**config.mk**
```make
export PLATFORM = sky130hd
export DESIGN_NAME = vga_sync
export DESIGN_NICKNAME = d
export VERILOG_FILES = /design/src/rtl/vga_sync.sv
export SDC_FILE = /design/constraint.sdc
export NUM_CORES = 1
export LEC_CHECK = 0
export BUFFER_PORTS_ARGS = -buffer_cell sky130_fd_sc_hd__buf_2
export CELL_PAD_IN_SITES_DETAIL_PLACEMENT = 0
export CELL_PAD_IN_SITES_GLOBAL_PLACEMENT = 1
export CORE_ASPECT_RATIO = 1.5
export CORE_UTILIZATION = 41
export CTS_CLUSTER_DIAMETER = 200
export DETAILED_ROUTE_END_ITERATION = 6
export PLACE_DENSITY = 0.8
export SYNTH_ARGS = -nofsm -noshare
export SYNTH_HDL_FRONTEND = slang
export SYNTH_SLANG_ARGS = --single-unit
```
**constraint.sdc**
```tcl
create_clock -name clk -period 4.3 [get_ports clk]
set_input_delay 0.215 -clock clk [delete_from_list [all_inputs] [get_ports clk]]
set_output_delay 0.215 -clock clk [all_outputs]
set_load 0.005 [all_outputs]
```
**src/rtl/vga_sync.sv**
```systemverilog
// vga_sync: 640x480 VGA timing generator with pixel-rate divider, sync generation, frame tick and output blanking.
// Latency: pixel_x/pixel_y/hsync/vsync/refresh_tick/frame_count registered; rgb_out is rgb_in delayed 1 clk; video_on combinational.
// Backpressure: none; free-running timing source, consumers must keep up with p_tick and refresh_tick.
//
// Ports:
//   clk          - system clock, all state on rising edge
//   reset        - synchronous active-high reset
//   rgb_in       - 12-bit composed pixel colour
//   pixel_x      - horizontal count 0..H_TOTAL-1
//   pixel_y      - vertical count 0..V_TOTAL-1
//   video_on     - high inside the visible area
//   p_tick       - one-clk strobe per pixel period
//   hsync/vsync  - active-low sync pulses, aligned with pixel_x/pixel_y
//   refresh_tick - one-clk pulse at the start of vertical blanking
//   frame_count  - frames completed, wraps at 255
//   rgb_out      - registered, blanked colour to the DAC

module vga_sync #(
    parameter int CLK_DIV   = 4,
    parameter int H_DISPLAY = 640,
    parameter int H_FRONT   = 16,
    parameter int H_SYNC    = 96,
    parameter int H_BACK    = 48,
    parameter int V_DISPLAY = 480,
    parameter int V_FRONT   = 10,
    parameter int V_SYNC    = 2,
    parameter int V_BACK    = 33
) (
    input  logic        clk,
    input  logic        reset,
    input  logic [11:0] rgb_in,
    output logic [9:0]  pixel_x,
    output logic [9:0]  pixel_y,
    output logic        video_on,
    output logic        p_tick,
    output logic        hsync,
    output logic        vsync,
    output logic        refresh_tick,
    output logic [7:0]  frame_count,
    output logic [11:0] rgb_out
);

    localparam int H_TOTAL = H_DISPLAY + H_FRONT + H_SYNC + H_BACK;
    localparam int V_TOTAL = V_DISPLAY + V_FRONT + V_SYNC + V_BACK;
    localparam int DIV_W   = (CLK_DIV > 2) ? $clog2(CLK_DIV) : 1;

    // All counter comparisons are done against 10-bit constants so the
    // compares stay unsigned and width-matched.
    localparam logic [9:0] H_LAST   = 10'(H_TOTAL - 1);
    localparam logic [9:0] V_LAST   = 10'(V_TOTAL - 1);
    localparam logic [9:0] H_VIS    = 10'(H_DISPLAY);
    localparam logic [9:0] V_VIS    = 10'(V_DISPLAY);
    localparam logic [9:0] V_VIS_LAST = 10'(V_DISPLAY - 1);
    localparam logic [9:0] HS_FIRST = 10'(H_DISPLAY + H_FRONT);
    localparam logic [9:0] HS_LAST  = 10'(H_DISPLAY + H_FRONT + H_SYNC - 1);
    localparam logic [9:0] VS_FIRST = 10'(V_DISPLAY + V_FRONT);
    localparam logic [9:0] VS_LAST  = 10'(V_DISPLAY + V_FRONT + V_SYNC - 1);
    localparam logic [DIV_W-1:0] DIV_LAST = DIV_W'(CLK_DIV - 1);

    logic [DIV_W-1:0] div_cnt;
    logic [9:0]       h_count;
    logic [9:0]       v_count;
    logic [9:0]       h_next;
    logic [9:0]       v_next;
    logic             h_end;
    logic             v_end;
    logic             hsync_next;
    logic             vsync_next;
    logic             frame_edge;

    // Pixel strobe straight off the divider: high for exactly one clk per
    // pixel period, and low out of reset because div_cnt restarts at 0.
    assign p_tick = (div_cnt == DIV_LAST);

    assign h_end = (h_count == H_LAST);
    assign v_end = (v_count == V_LAST);

    // Next-state counters. Sync outputs are registered from these so the
    // sync level always belongs to the pixel_x/pixel_y being shown.
    always_comb begin
        h_next = h_count;
        v_next = v_count;
        if (p_tick) begin
            if (h_end) begin
                h_next = 10'd0;
                v_next = v_end ? 10'd0 : v_count + 10'd1;
            end else begin
                h_next = h_count + 10'd1;
            end
        end
    end

    assign hsync_next = !((h_next >= HS_FIRST) && (h_next <= HS_LAST));
    assign vsync_next = !((v_next >= VS_FIRST) && (v_next <= VS_LAST));

    // The edge that steps from the last visible line into the first
    // blanking line. It is gated by p_tick, so the registered pulse lasts
    // one clk whatever CLK_DIV is.
    assign frame_edge = p_tick && h_end && (v_count == V_VIS_LAST);

    assign video_on = (h_count < H_VIS) && (v_count < V_VIS);

    assign pixel_x = h_count;
    assign pixel_y = v_count;

    always_ff @(posedge clk) begin
        if (reset) begin
            div_cnt      <= '0;
            h_count      <= 10'd0;
            v_count      <= 10'd0;
            hsync        <= 1'b1;
            vsync        <= 1'b1;
            refresh_tick <= 1'b0;
            frame_count  <= 8'd0;
            rgb_out      <= 12'h000;
        end else begin
            div_cnt      <= p_tick ? '0 : div_cnt + DIV_W'(1);
            h_count      <= h_next;
            v_count      <= v_next;
            hsync        <= hsync_next;
            vsync        <= vsync_next;
            refresh_tick <= frame_edge;
            frame_count  <= frame_count + {7'd0, frame_edge};
            // Blanking uses video_on from before the edge, so colour and
            // blanking move together with a single clk of latency.
            rgb_out      <= video_on ? rgb_in : 12'h000;
        end
    end

endmodule

```
# Yosys cells after proc, flatten, opt, wreduce, memory -nomap -nowiden

Cells that the tools add are included.

Flip-flop bits (word level): 45
Latch bits: 0
Bits in writable memories: 0
Bits in read-only memories: 0
Input bits: 14
Output and inout port bits: 45
Logic and storage cells: 37
Memories kept: 0

Add/sub/neg operators: 4
$mul: 0
Divide/modulo/power cells: 0
Order comparisons: 6
Equality and inequality tests: 4
Shifts and indexed selects: 0
Multiplexer cells: 5
Bitwise logic cells: 1
Reductions and logical operators: 9

Operators by type and width:

| operator                                                                             | count |
|---|---|
| 10-bit two-way mux                                                                   | 5 |
| 10-bit by 1-bit adder with 10-bit output, second input constant                      | 2 |
| 10-bit == test, second input constant                                                | 2 |
| 10-bit by 9-bit == test with 1-bit output, second input constant                     | 1 |
| 10-bit greater-or-equal comparator, second input constant                            | 1 |
| 10-bit by 9-bit greater-or-equal comparator with 1-bit output, second input constant | 1 |
| 10-bit <= comparator, second input constant                                          | 1 |
| 10-bit by 9-bit <= comparator with 1-bit output, second input constant               | 1 |
| 10-bit < comparator, second input constant                                           | 1 |
| 10-bit by 9-bit < comparator with 1-bit output, second input constant                | 1 |
| 8-bit by 1-bit adder with 8-bit output                                               | 1 |
| 1-bit logical AND                                                                    | 5 |
| 2-bit OR reduction                                                                   | 2 |
| 2-bit by 1-bit adder with 2-bit output, second input constant                        | 1 |
| 2-bit == test, second input constant                                                 | 1 |
| 1-bit zero test                                                                      | 2 |
| 1-bit NOT                                                                            | 1 |

# Depth between registers and ports, before layout

Gate-level depths: netlist of run 1.

Word-level depth: 7
Gate-level depth with buffers: 11

# Worst setup path before layout of run 1

Ideal clock, no wire load.

Path kind: register to register
From: register div_cnt[0]
To: register frame_count[5]
Setup time: 128 ps
Data arrival time: 2225 ps
Required time: 4172 ps
Setup slack: 1947 ps
Stages on the path, launching flop included: 12
Cells stage by stage: dfxtp_1 ha_1 clkbuf_8 nand3_2 and4bb_2 nand2_1 nor4bb_1 ha_1 and3_1 nand3_1 xor2_1 nor2_1

Word-level cells in the longest chain between the ends: 4

Ends and longest elaborated chain:

| item                                   | line | RTL |
|---|---|---|
| start: declaration                     | 60   | `logic [DIV_W-1:0] div_cnt;` |
| start signal: assignment               | 117  | `div_cnt <= p_tick ? '0 : div_cnt + DIV_W'(1);` |
| 2-bit == test                          | 73   | `assign p_tick = (div_cnt == DIV_LAST);` |
| net p_tick                             | 35   | `output logic p_tick,` |
| 1-bit logical AND (2 in a row)         | 99   | `assign frame_edge = p_tick && h_end && (v_count == V_VIS_LAST);` |
| net frame_edge                         | 69   | `logic frame_edge;` |
| 8-bit by 1-bit adder with 8-bit output | 123  | `frame_count <= frame_count + {7'd0, frame_edge};` |
| end signal: assignment                 | 123  |  |
| end: declaration                       | 39   | `output logic [7:0] frame_count,` |

The timed path passes the listed nets, and every way through them passes these cells.
A chain may end at the register's enable or synchronous reset.

# Final worst setup path of run 1

From: register div_cnt[0]
To: register frame_count[6]

Word-level cells in the longest chain between the ends: 4

Ends and longest elaborated chain:

| item                                   | line |
|---|---|
| 2-bit == test                          | 73 |
| 1-bit logical AND (2 in a row)         | 99 |
| net frame_edge                         | 69 |
| 8-bit by 1-bit adder with 8-bit output | 123 |

The timed path passes the listed nets, and every way through them passes these cells.

==> metrics.csv, run 1 <==
stage;metric;value;unit
global_route;antenna_found_initial;0;
global_route;grt_max_degree;33;
logic_synthesis;synth-edff-count;0;
timing;setup_violations;0;
power;power.total;0.853;mW
worst_setup_path;endpoint_kind;flip-flop;
route;avgViaCountPerCell;5.26;
worst_setup_path;path_common_cell;ha_1;
timing;drv_slew;0;
cts;cts_root_buffer;clkbuf_8;
logic_synthesis;synthArstFlopShare;0;%
global_route;grt_use_met2;30.9;%
cts;cts_made_buffers;5;
worst_setup_path;cp.required;4470;ps
cells_and_area;multi_input_area;1140;µm²
min_path;holdCritPathClass;primary input to flip-flop;
timing;relSlewSlack;60.4;%
route;via_count;1915;
logic_synthesis;synth.most_common_cell;dfxtp_1;
cells_and_area;final.fill_count;542;
logic_synthesis;netlist.area_leader.share;41.4;%
power;irDropWorstVdd;0.174;mV
worst_setup_path;path_max_fanout;9;
worst_setup_path;start_kind;flip-flop;
cts;ctsHoldBuffers;0;
cts;cts_tree;built;
timing;fmax;0.376;GHz
worst_setup_path;crit_family;simple AND/OR/NAND/NOR gates;
job;cap_violations;0;
route;drt_pass1_iterations;4;
logic_synthesis;ys_warn_count;0;
logic_synthesis;avgSynthCellArea;8.91;µm²
route;drt-total-wl;4.95;mm
cells_and_area;nNetsFinal;315;
worst_setup_path;crit_buf_inv;0;
logic_synthesis;synth_cells;244;
floorplanning;core_area;5120;µm²
route;drtAntennaViolNets;0;
worst_setup_path;crit_type;flip-flop to flip-flop;
placement;io_buffers;58;
logic_synthesis;synth.largest_area_cell;dfxtp_1;
route;drc;0;
timing;finalHoldViolations;0;
floorplanning;rows;32;
cells_and_area;diodes;0;
placement;place.gp.congestion;0.867;
worst_setup_path;crit_slowest_cell;and4bb_2;
logic_synthesis;netlist_top_cells_area;dfxtp_1, xnor2_1, xor2_1;
cells_and_area;finalInstanceArea;2580;µm²
cells_and_area;ff_latch_area;901;µm²
worst_setup_path;slowest_delay;410;ps
global_route;grt_util_met3;2.56;%
timing;rsz0062_at_grt;no;
floorplanning;die_h;91.2;µm
cells_and_area;finish.utilization;50.3;%
power;leakagePower;1.10;nW
worst_setup_path;worstPathArrival;2830;ps
cts;post_cts_resize_count;0;
global_route;met1_usage;22.9;%
cells_and_area;drive_above_1_share;25.7;%
floorplanning;die_x;61.5;µm
logic_synthesis;yosys-top-cells-count;dfxtp_1, nor2_1, nor3_1;
placement;detailed_place_hpwl;3.58;mm
cts;htreeDepth;2;
logic_synthesis;seq_area_frac_synth;41.4;%
logic_synthesis;synthFlopType;dfxtp_1;
global_route;grt_util_all_layers;18.7;%
floorplanning;ios;59;
timing;clock_skew;9.25;ps
logic_synthesis;synthDistinctLibCells;48;
cells_and_area;area_growth;18.6;%
worst_setup_path;crit_path_start;div_cnt[0]$_SDFF_PP0_;
outcome;outcome;finished clean;
worst_setup_path;timing.rr.start;div_cnt[0]$_SDFF_PP0_;
timing;holdWs;105;ps
floorplanning;initial_core_util;42.4;%
global_route;busiest_layer;met2;
timing;min_period_over_period;61.8;%
cts;clk_pin_slew;90;ps
min_path;worstHoldStart;rgb_in[0];
global_route;grt_pass1_wl;7.98;mm
cts;clock_latency;300;ps
timing;setup_tns;0;ps
timing;worst_pin_slew;594;ps
global_route;overflow;0;
floorplanning;die-area;5610;µm²
logic_synthesis;netlist_area;2170;µm²
worst_setup_path;crit_chain;ha_1 -> nand3_2 -> and4bb_2 -> nand2_1 -> nor4bb_1 -> ha_1 -> ha_1 -> nand3_1 -> xor2_1 -> nor2_1;
global_route;grt_pass1_vias;1714;
logic_synthesis;ys_seq_elements;45;
route;wl_per_cell;13.6;µm
cts;postCtsSetupRepairBufs;0;
route;drt_iter0_drc;125;
logic_synthesis;synth_fp_nets;264;
timing;finalCriticalPeriod;2660;ps
cts;cts_sinks;45;
power;powerDensity;331;nW/µm²
placement;placed_cell_area;2440;µm²
cts;clock_path_buffers;2;
[path summary, 6_finish.rpt]
path                                    end  slack, ps  depth (start not counted)
setup / recovery  frame_count[6]$_SDFF_PP0_       1640                         10
hold / removal        rgb_out[0]$_SDFF_PP0_        100                          2
setup reg to reg  frame_count[6]$_SDFF_PP0_       1640                         10
hold reg to reg       div_cnt[0]$_SDFF_PP0_        430                          1
[through the flow]
stage	setup WS, ps	cells
after floorplan	1950	244
after detailed placement	1620	356
after CTS	1610	364
after global routing	1320	364
final	1640	364
after global placement	1700	356
[power breakdown]
part           internal, mW  switching [mW]
clock network         0.234           0.151
registers             0.427         0.00562
logic                0.0183          0.0171
[sequential cells by signal (all words and copies together), names as in the netlist]
register	flops
hsync	1
frame_count	8
vsync	1
rgb_out	12
pixel_x	10
pixel_y	10
refresh_tick	1
div_cnt	2
[routing by layer]
layer	up-vias	routed length, µm	share of wire, %
met3	15	184	3.7
met4	0	155	3.1
met2	68	2500	50
met5	-	0	0
met1	872	2110	43
li1	960	-	-
[cell families after synthesis]
| logic type | after synthesis | share of synthesized area, % |
|---|---|---|
| AO/OA/AOI/OAI | 29 | 8.69 |
| XOR/XNOR | 20 | 8.05 |
| adder cells (fa/ha/maj) | 6 | 3.45 |
| buffers and inverters | 19 | 5.98 |
| flip-flops | 45 | 41.4 |
| multiplexers | 2 | 0.921 |
| AND/OR/NAND/NOR | 123 | 31.5 |
[placed cells by master, fill, tap and decap left out, drive strengths merged, types with 5 or more instances in the layout]
cell type and n:
xor2 10, inv 5, nand2 16, ha 6
nor2b 6, and3 6, and2 13, nor3 17
xnor2 10, dfxtp 45, buf 59, o21ai 6
nand4 9, nand3 13, clkbuf 5, a21oi 9
nor2 23
[area by class of cell]
| type | instances | area share (%) |
|---|---|---|
| multi-input cells | 180 | 44.3 |
| flip-flops and latches | 45 | 34.9 |
| repair buffers | 59 | 11.5 |
| well taps | 68 | 3.30 |
| clock buffers | 5 | 2.67 |
| clock inverters | 3 | 2.67 |
| inverters | 4 | 0.582 |
No activity file was read; power rests on OpenSTA's default activity.
==> inputs of run 2 (changes only) <==
--- a/config.mk
+++ b/config.mk
@@ -9,10 +9,10 @@
 export CELL_PAD_IN_SITES_DETAIL_PLACEMENT = 0
 export CELL_PAD_IN_SITES_GLOBAL_PLACEMENT = 1
 export CORE_ASPECT_RATIO = 1.5
-export CORE_UTILIZATION = 41
+export CORE_UTILIZATION = 38
 export CTS_CLUSTER_DIAMETER = 200
 export DETAILED_ROUTE_END_ITERATION = 6
-export PLACE_DENSITY = 0.8
+export PLACE_DENSITY = 0.75
 export SYNTH_ARGS = -nofsm -noshare
 export SYNTH_HDL_FRONTEND = slang
 export SYNTH_SLANG_ARGS = --single-unit
==> constraint.sdc (replaced) <==
create_clock -name clk -period 2.65 [get_ports clk]
set_input_delay 0.1325 -clock clk [delete_from_list [all_inputs] [get_ports clk]]
set_output_delay 0.1325 -clock clk [all_outputs]
set_load 0.005 [all_outputs]
==> metrics.csv, run 2 (synthesis gave the netlist of run 1 again) <==
stage;metric;value;unit;change
outcome;outcome;finished clean;;
cells_and_area;area_growth;20.1;%;
worst_setup_path;path_max_fanout;5;;-4
cells_and_area;largest_reg_flops;12;;unchanged
timing;setup_violations;0;;unchanged
cts;clk_pin_slew;90;ps;about the same
floorplanning;core_area;5490;µm²;+7.2%
power;leakagePower;1.12;nW;+1.7%
worst_setup_path;endpoint_kind;flip-flop;;
global_route;grt_pass1_wl;8.27;mm;+3.7%
worst_setup_path;crit_buf_inv;0;;unchanged
global_route;antenna_found_initial;0;;unchanged
cts;clock_path_buffers;2;;unchanged
power;powerDensity;497;nW/µm²;+50%
route;drc;0;;unchanged
cts;cts_sinks;45;;unchanged
timing;fmax;0.416;GHz;+10%
timing;setup_tns;0;ps;unchanged
floorplanning;die_h;94.7;µm;+3.8%
power;irDropWorstVdd;0.337;mV;+94%
timing;min_period_over_period;90.8;%;+29 points
cts;htreeDepth;2;;unchanged
floorplanning;die_x;63.8;µm;+3.7%
floorplanning;initial_core_util;39.6;%;-2.8 points
route;drt-total-wl;5.01;mm;+1.4%
cells_and_area;final.fill_count;537;;-0.92%
global_route;grt_util_all_layers;17.4;%;-1.4 points
timing;clock_skew;5.76;ps;-3.49 ps
worst_setup_path;crit_slowest_cell;dfxtp_1;;
worst_setup_path;crit_type;flip-flop to flip-flop;;
route;drtAntennaViolNets;0;;unchanged
worst_setup_path;slowest_delay;390;ps;-20 ps
floorplanning;die-area;6040;µm²;+7.7%
placement;detailed_place_hpwl;3.70;mm;+3.3%
cells_and_area;final_common_cell;buf_2;;
cells_and_area;regMostFlops;rgb_out;;
power;p_clk_share;41.4;%;-3.8 points
cells_and_area;finish.utilization;47.6;%;-2.8 points
timing;rsz0062_at_grt;no;;
power;sw_frac_of_total;22.1;%;+1.7 points
worst_setup_path;worstPathArrival;2580;ps;-250 ps
power;internal-power;1.01;mW;+49%
cells_and_area;diodes;0;;unchanged
placement;place.gp.congestion;0.832;;-4.0%
route;via_count;1888;;-1.4%
power;netSwitchingPower;0.287;mW;+65%
timing;finalCriticalPeriod;2410;ps;-252 ps
floorplanning;ios;59;;unchanged
cells_and_area;most-common-layout-cells;buf_2, dfxtp_1, nor2_1;;
global_route;overflow;0;;unchanged
timing;relSlewSlack;60.0;%;-0.39 points
power;p_seq_share;54.1;%;+3.4 points
worst_setup_path;cp.required;2820;ps;-1650 ps
route;avgViaCountPerCell;5.08;;-3.5%
timing;worst_pin_slew;600;ps;+5.78 ps
worst_setup_path;rr_endpoint;frame_count[7]$_SDFF_PP0_;;
min_path;worstHoldStart;rgb_in[1];;
route;drt_pass1_iterations;4;;unchanged
global_route;grt_pass1_vias;1780;;+3.9%
timing;drv_slew;0;;unchanged
worst_setup_path;crit_family;simple AND/OR/NAND/NOR gates;;
worst_setup_path;rrSetupSlack;240;ps;-1400 ps
global_route;grt_max_degree;33;;unchanged
power;combPwrFrac;4.5;%;+0.3 points
worst_setup_path;timing.rr.start;pixel_x[1]$_SDFF_PP0_;;
route;wl_per_cell;13.5;µm;-0.80%
cts;clock_latency;300;ps;about the same
cts;cts_root_buffer;clkbuf_8;;
cts;cts_tree;built;;
worst_setup_path;path_common_cell;ha_1;;
cells_and_area;drive_above_1_share;27.5;%;+1.8 points
job;cap_violations;0;;unchanged
placement;io_buffers;58;;unchanged
cells_and_area;nNetsFinal;321;;+1.9%
timing;finalHoldViolations;0;;unchanged
worst_setup_path;start_kind;flip-flop;;
cells_and_area;multi_input_area;1150;µm²;+0.55%
route;drt_iter0_drc;60;;-52%
cells_and_area;ff_latch_area;901;µm²;unchanged
floorplanning;rows;33;;+3.1%
min_path;min_to;rgb_out[1]$_SDFF_PP0_;;
worst_setup_path;crit_chain;ha_1 -> nand3_2 -> and4bb_2 -> nand2_1 -> nor4bb_2 -> ha_1 -> and3_1 -> nand3_1 -> xor2_1 -> nor2_1;;
cts;cts_made_buffers;5;;unchanged
min_path;hold_path_depth;2;;unchanged
worst_setup_path;crit_path_start;pixel_x[1]$_SDFF_PP0_;;
min_path;holdCritPathClass;primary input to flip-flop;;
worst_setup_path;rr_worst_depth;10;;unchanged
-- run 2: what timing repair did --
item,in CTS,in global routing
buffers inserted,0,0
resized for setup,0,1
hold buffers,0,0
endpoints found under the setup margin,0,2
endpoints found under the hold margin,0,0
-- run 2: stage by stage --
| step | instances | cell area, µm² | worst slack [ps] | total power [mW] | hold slack (ps) |
|---|---|---|---|---|---|
| 2_1_floorplan | 244 | 2170 | 297 | 0.754 | 222 |
| 3_3_place_gp | 364 | 2490 | 318 | 0.776 | 332 |
| 3_5_place_dp | 364 | 2490 | 188 | 0.777 | 334 |
| 4_1_cts | 372 | 2610 | 174 | 1.32 | 13.2 |
| 5_1_grt | 372 | 2610 | 37.9 | 1.35 | 9.58 |
| 6_report | 372 | 2610 | 243 | 1.30 | 22.4 |
-- run 2: final cells by class --
class,count,share of cell area (%)
Multi-Input combinational cell,180,44.0
Sequential cell,45,34.5
Timing Repair Buffer,65,13.1
Tap cell,70,3.35
Clock buffer,5,2.63
Clock inverter,3,1.82
Inverter,4,0.575
-- run 2: worst reg2reg max path: stages (launching register included) --
cell and delay [ps]:
dfxtp_1 390, ha_1 220, nand3_2 90, and4bb_2 380, nand2_1 100, nor4bb_2 360
ha_1 220, and3_1 220, nand3_1 100, xor2_1 150, nor2_1 60
-- run 2: power by group through the flow --
stage | combinational, mW | sequential [mW] | clock (mW)
5_1_grt | 0.0666 | 0.704 | 0.581
4_1_cts | 0.0603 | 0.702 | 0.561
6_report | 0.0583 | 0.701 | 0.538
2_1_floorplan | 0.0379 | 0.716 | 0
3_3_place_gp | 0.0589 | 0.717 | 0
3_5_place_dp | 0.0600 | 0.717 | 0
-- run 2: worst max-delay path by stage --
stage	to	slack (ps)	depth (start not counted)
floorplan	frame_count[5]$_SDFF_PP0_	300	11
global route	frame_count[6]$_SDFF_PP0_	40	10
detailed placement	frame_count[7]$_SDFF_PP0_	190	10
CTS	frame_count[7]$_SDFF_PP0_	170	10
finish	frame_count[7]$_SDFF_PP0_	240	10
global placement	frame_count[7]$_SDFF_PP0_	320	10
-- run 2: layer usage --
| layer | vias to the layer above | part of all wire (%) | track usage (%) |
|---|---|---|---|
| li1 | 962 | - | - |
| met1 | 874 | 42 | 19.8 |
| met2 | 41 | 53 | 30.9 |
| met3 | 11 | 3.1 | 2.78 |
| met4 | 0 | 2.5 | 8.90 |
| met5 | - | 0 | 0 |
==> inputs of run 3 (changes only) <==
--- a/config.mk
+++ b/config.mk
@@ -9,10 +9,10 @@
 export CELL_PAD_IN_SITES_DETAIL_PLACEMENT = 0
 export CELL_PAD_IN_SITES_GLOBAL_PLACEMENT = 1
 export CORE_ASPECT_RATIO = 1.5
-export CORE_UTILIZATION = 38
+export CORE_UTILIZATION = 25
 export CTS_CLUSTER_DIAMETER = 200
 export DETAILED_ROUTE_END_ITERATION = 6
-export PLACE_DENSITY = 0.75
+export PLACE_DENSITY = 0.52
 export SYNTH_ARGS = -nofsm -noshare
 export SYNTH_HDL_FRONTEND = slang
 export SYNTH_SLANG_ARGS = --single-unit
==> metrics.csv, run 3 (synthesis gave the netlist of run 1 again) <==
stage;metric;value;unit;change
outcome;outcome;finished clean;;
cts;htreeDepth;2;;unchanged
route;drt_pass1_iterations;4;;unchanged
worst_setup_path;crit_buf_inv;0;;unchanged
timing;fmax;0.414;GHz;-0.40%
cells_and_area;largest_reg_flops;12;;unchanged
cells_and_area;diodes;0;;unchanged
route;drt-total-wl;5.77;mm;+15%
cells_and_area;final.fill_count;938;;+75%
worst_setup_path;endpoint_kind;flip-flop;;
route;wl_per_cell;13.9;µm;+3.5%
floorplanning;rows;41;;+24%
timing;clock_skew;2.41;ps;-3.35 ps
cts;ctsHoldBuffers;0;;unchanged
timing;setup_ws;234;ps;-9.70 ps
cts;cts_tree;built;;
job;cap_violations;0;;unchanged
route;via_count;1905;;+0.90%
placement;place.gp.congestion;0.835;;+0.30%
placement;detailed_place_hpwl;4.29;mm;+16%
power;irDropWorstVdd;0.340;mV;+1.1%
placement;io_buffers;58;;unchanged
worst_setup_path;path_max_fanout;5;;unchanged
cts;clock_path_buffers;2;;unchanged
route;drc;0;;unchanged
global_route;grt_util_all_layers;13.4;%;-4.0 points
floorplanning;initial_core_util;25.8;%;-14 points
route;wl_met2;3.09;mm;+17%
cts;cts_sinks;45;;unchanged
worst_setup_path;cp.required;2810;ps;about the same
cts;clk_pin_slew;60;ps;-30 ps
route;wl_met3;175;µm;+11%
timing;rsz0062_at_grt;no;;
cells_and_area;multi_input_area;1150;µm²;unchanged
cells_and_area;ff_latch_area;901;µm²;unchanged
timing;setup_tns;0;ps;unchanged
global_route;overflow;0;;unchanged
worst_setup_path;start_kind;flip-flop;;
power;p_clk_share;49.3;%;+7.9 points
power;netSwitchingPower;0.306;mW;+6.6%
route;drtAntennaViolNets;0;;unchanged
worst_setup_path;slowest_delay;390;ps;about the same
global_route;grt_pass1_wl;9.31;mm;+13%
cts;clock_latency;290;ps;about the same
power;p_seq_share;46.8;%;-7.3 points
placement;place_ws;151;ps;-37.0 ps
worst_setup_path;worstPathArrival;2570;ps;about the same
floorplanning;core_area;8410;µm²;+53%
cells_and_area;most-common-layout-cells;buf_2, dfxtp_1, nor2_1;;
cts;cts_root_buffer;clkbuf_16;;
global_route;antenna_found_initial;0;;unchanged
global_route;grt_pass1_vias;1808;;+1.6%
global_route;grt_max_degree;33;;unchanged
floorplanning;die-area;9080;µm²;+50%
cells_and_area;drive_above_1_share;28.7;%;+1.2 points
cells_and_area;area_growth;26.8;%;
route;drt_iter0_drc;53;;-12%
cells_and_area;regMostFlops;rgb_out;;
timing;finalHoldViolations;0;;unchanged
min_path;holdCritPathClass;primary input to flip-flop;;
route;dr.max_layer_used;met4;;
floorplanning;die_h;116;µm;+23%
worst_setup_path;crit_chain;ha_1 -> nand3_2 -> and4bb_2 -> nand2_1 -> nor4bb_2 -> ha_1 -> and3_1 -> nand3_1 -> xor2_1 -> nor2_1;;
worst_setup_path;crit_family;simple AND/OR/NAND/NOR gates;;
floorplanning;die_x;78.2;µm;+23%
power;powerDensity;544;nW/µm²;+9.6%
timing;setup_violations;0;;unchanged
power;leakagePower;1.17;nW;+4.6%
route;avgViaCountPerCell;4.60;;-9.3%
cells_and_area;nNetsFinal;326;;+1.6%
cells_and_area;final_common_cell;buf_2;;
route;m1WireLength;2.40;mm;+15%
worst_setup_path;crit_slowest_cell;dfxtp_1;;
power;internal-power;1.19;mW;+18%
worst_setup_path;crit_type;flip-flop to flip-flop;;
cts;cts_made_buffers;5;;unchanged
power;sw_frac_of_total;20.4;%;-1.7 points
timing;finalCriticalPeriod;2420;ps;+9.70 ps
timing;drv_slew;0;;unchanged
timing;relSlewSlack;58.7;%;-1.3 points
floorplanning;ios;59;;unchanged
worst_setup_path;path_common_cell;ha_1;;
power;combPwrFrac;3.9;%;-0.6 points
timing;min_period_over_period;91.2;%;+0.37 points
timing;worst_pin_slew;620;ps;+19.5 ps
[run 3: layout make-up]
class                           count  area share, %
Clock buffer                        6           5.04
Clock inverter                      2           1.36
Inverter                            4          0.545
Multi-Input combinational cell    180           41.7
Sequential cell                    45           32.7
Tap cell                          107           4.86
Timing Repair Buffer               70           13.8
[run 3: routing by layer]
layer  GRT usage, %  vias to the layer above
met2           25.0                       37
met4           5.68                        0
met1           14.6                      882
met3           2.66                        7
li1               -                      979
met5              0                        -
[run 3: worst reg2reg max path, stage by stage, from the launching register on]
cell,delay [ps]
dfxtp_1,390
ha_1,230
nand3_2,90
and4bb_2,380
nand2_1,110
nor4bb_2,350
ha_1,220
and3_1,220
nand3_1,100
xor2_1,140
nor2_1,50
[run 3: power groups by stage]
stage | sequential (mW) | clock [mW] | combinational, mW
6_report | 0.702 | 0.739 | 0.0592
5_1_grt | 0.703 | 0.798 | 0.0675
4_1_cts | 0.702 | 0.773 | 0.0611
3_5_place_dp | 0.717 | 0 | 0.0610
3_3_place_gp | 0.717 | 0 | 0.0610
2_1_floorplan | 0.716 | 0 | 0.0379
[run 3: final timing paths]
kind | startpoint | end | slack, ps | depth (start not counted)
hold reg to reg | div_cnt[0]$_SDFF_PP0_ | div_cnt[0]$_SDFF_PP0_ | 430 | 1
hold / removal | rgb_in[5] | rgb_out[5]$_SDFF_PP0_ | 40 | 2
setup reg to reg | pixel_x[0]$_SDFF_PP0_ | frame_count[7]$_SDFF_PP0_ | 230 | 10
setup / recovery | pixel_x[0]$_SDFF_PP0_ | frame_count[7]$_SDFF_PP0_ | 230 | 10
[run 3: repair_timing]
action                     in CTS  in global routing
setup buffers                   0                  0
gates resized for setup         0                  1
setup endpoints to repair       0                  4
[run 3: through the flow]
| stage | hold slack [ps] | utilization [%] | instance area [µm²] | cells | total power [mW] |
|---|---|---|---|---|---|
| 3_5_place_dp | 334 | 30.6 | 2570 | 406 | 0.778 |
| 4_1_cts | 30.8 | 32.7 | 2750 | 414 | 1.54 |
| 2_1_floorplan | 222 | - | 2170 | 244 | 0.754 |
| 3_3_place_gp | 332 | 30.6 | 2570 | 406 | 0.778 |
| 5_1_grt | 34.0 | 32.8 | 2760 | 414 | 1.57 |
| 6_report | 39.9 | 32.8 | 2760 | 414 | 1.50 |
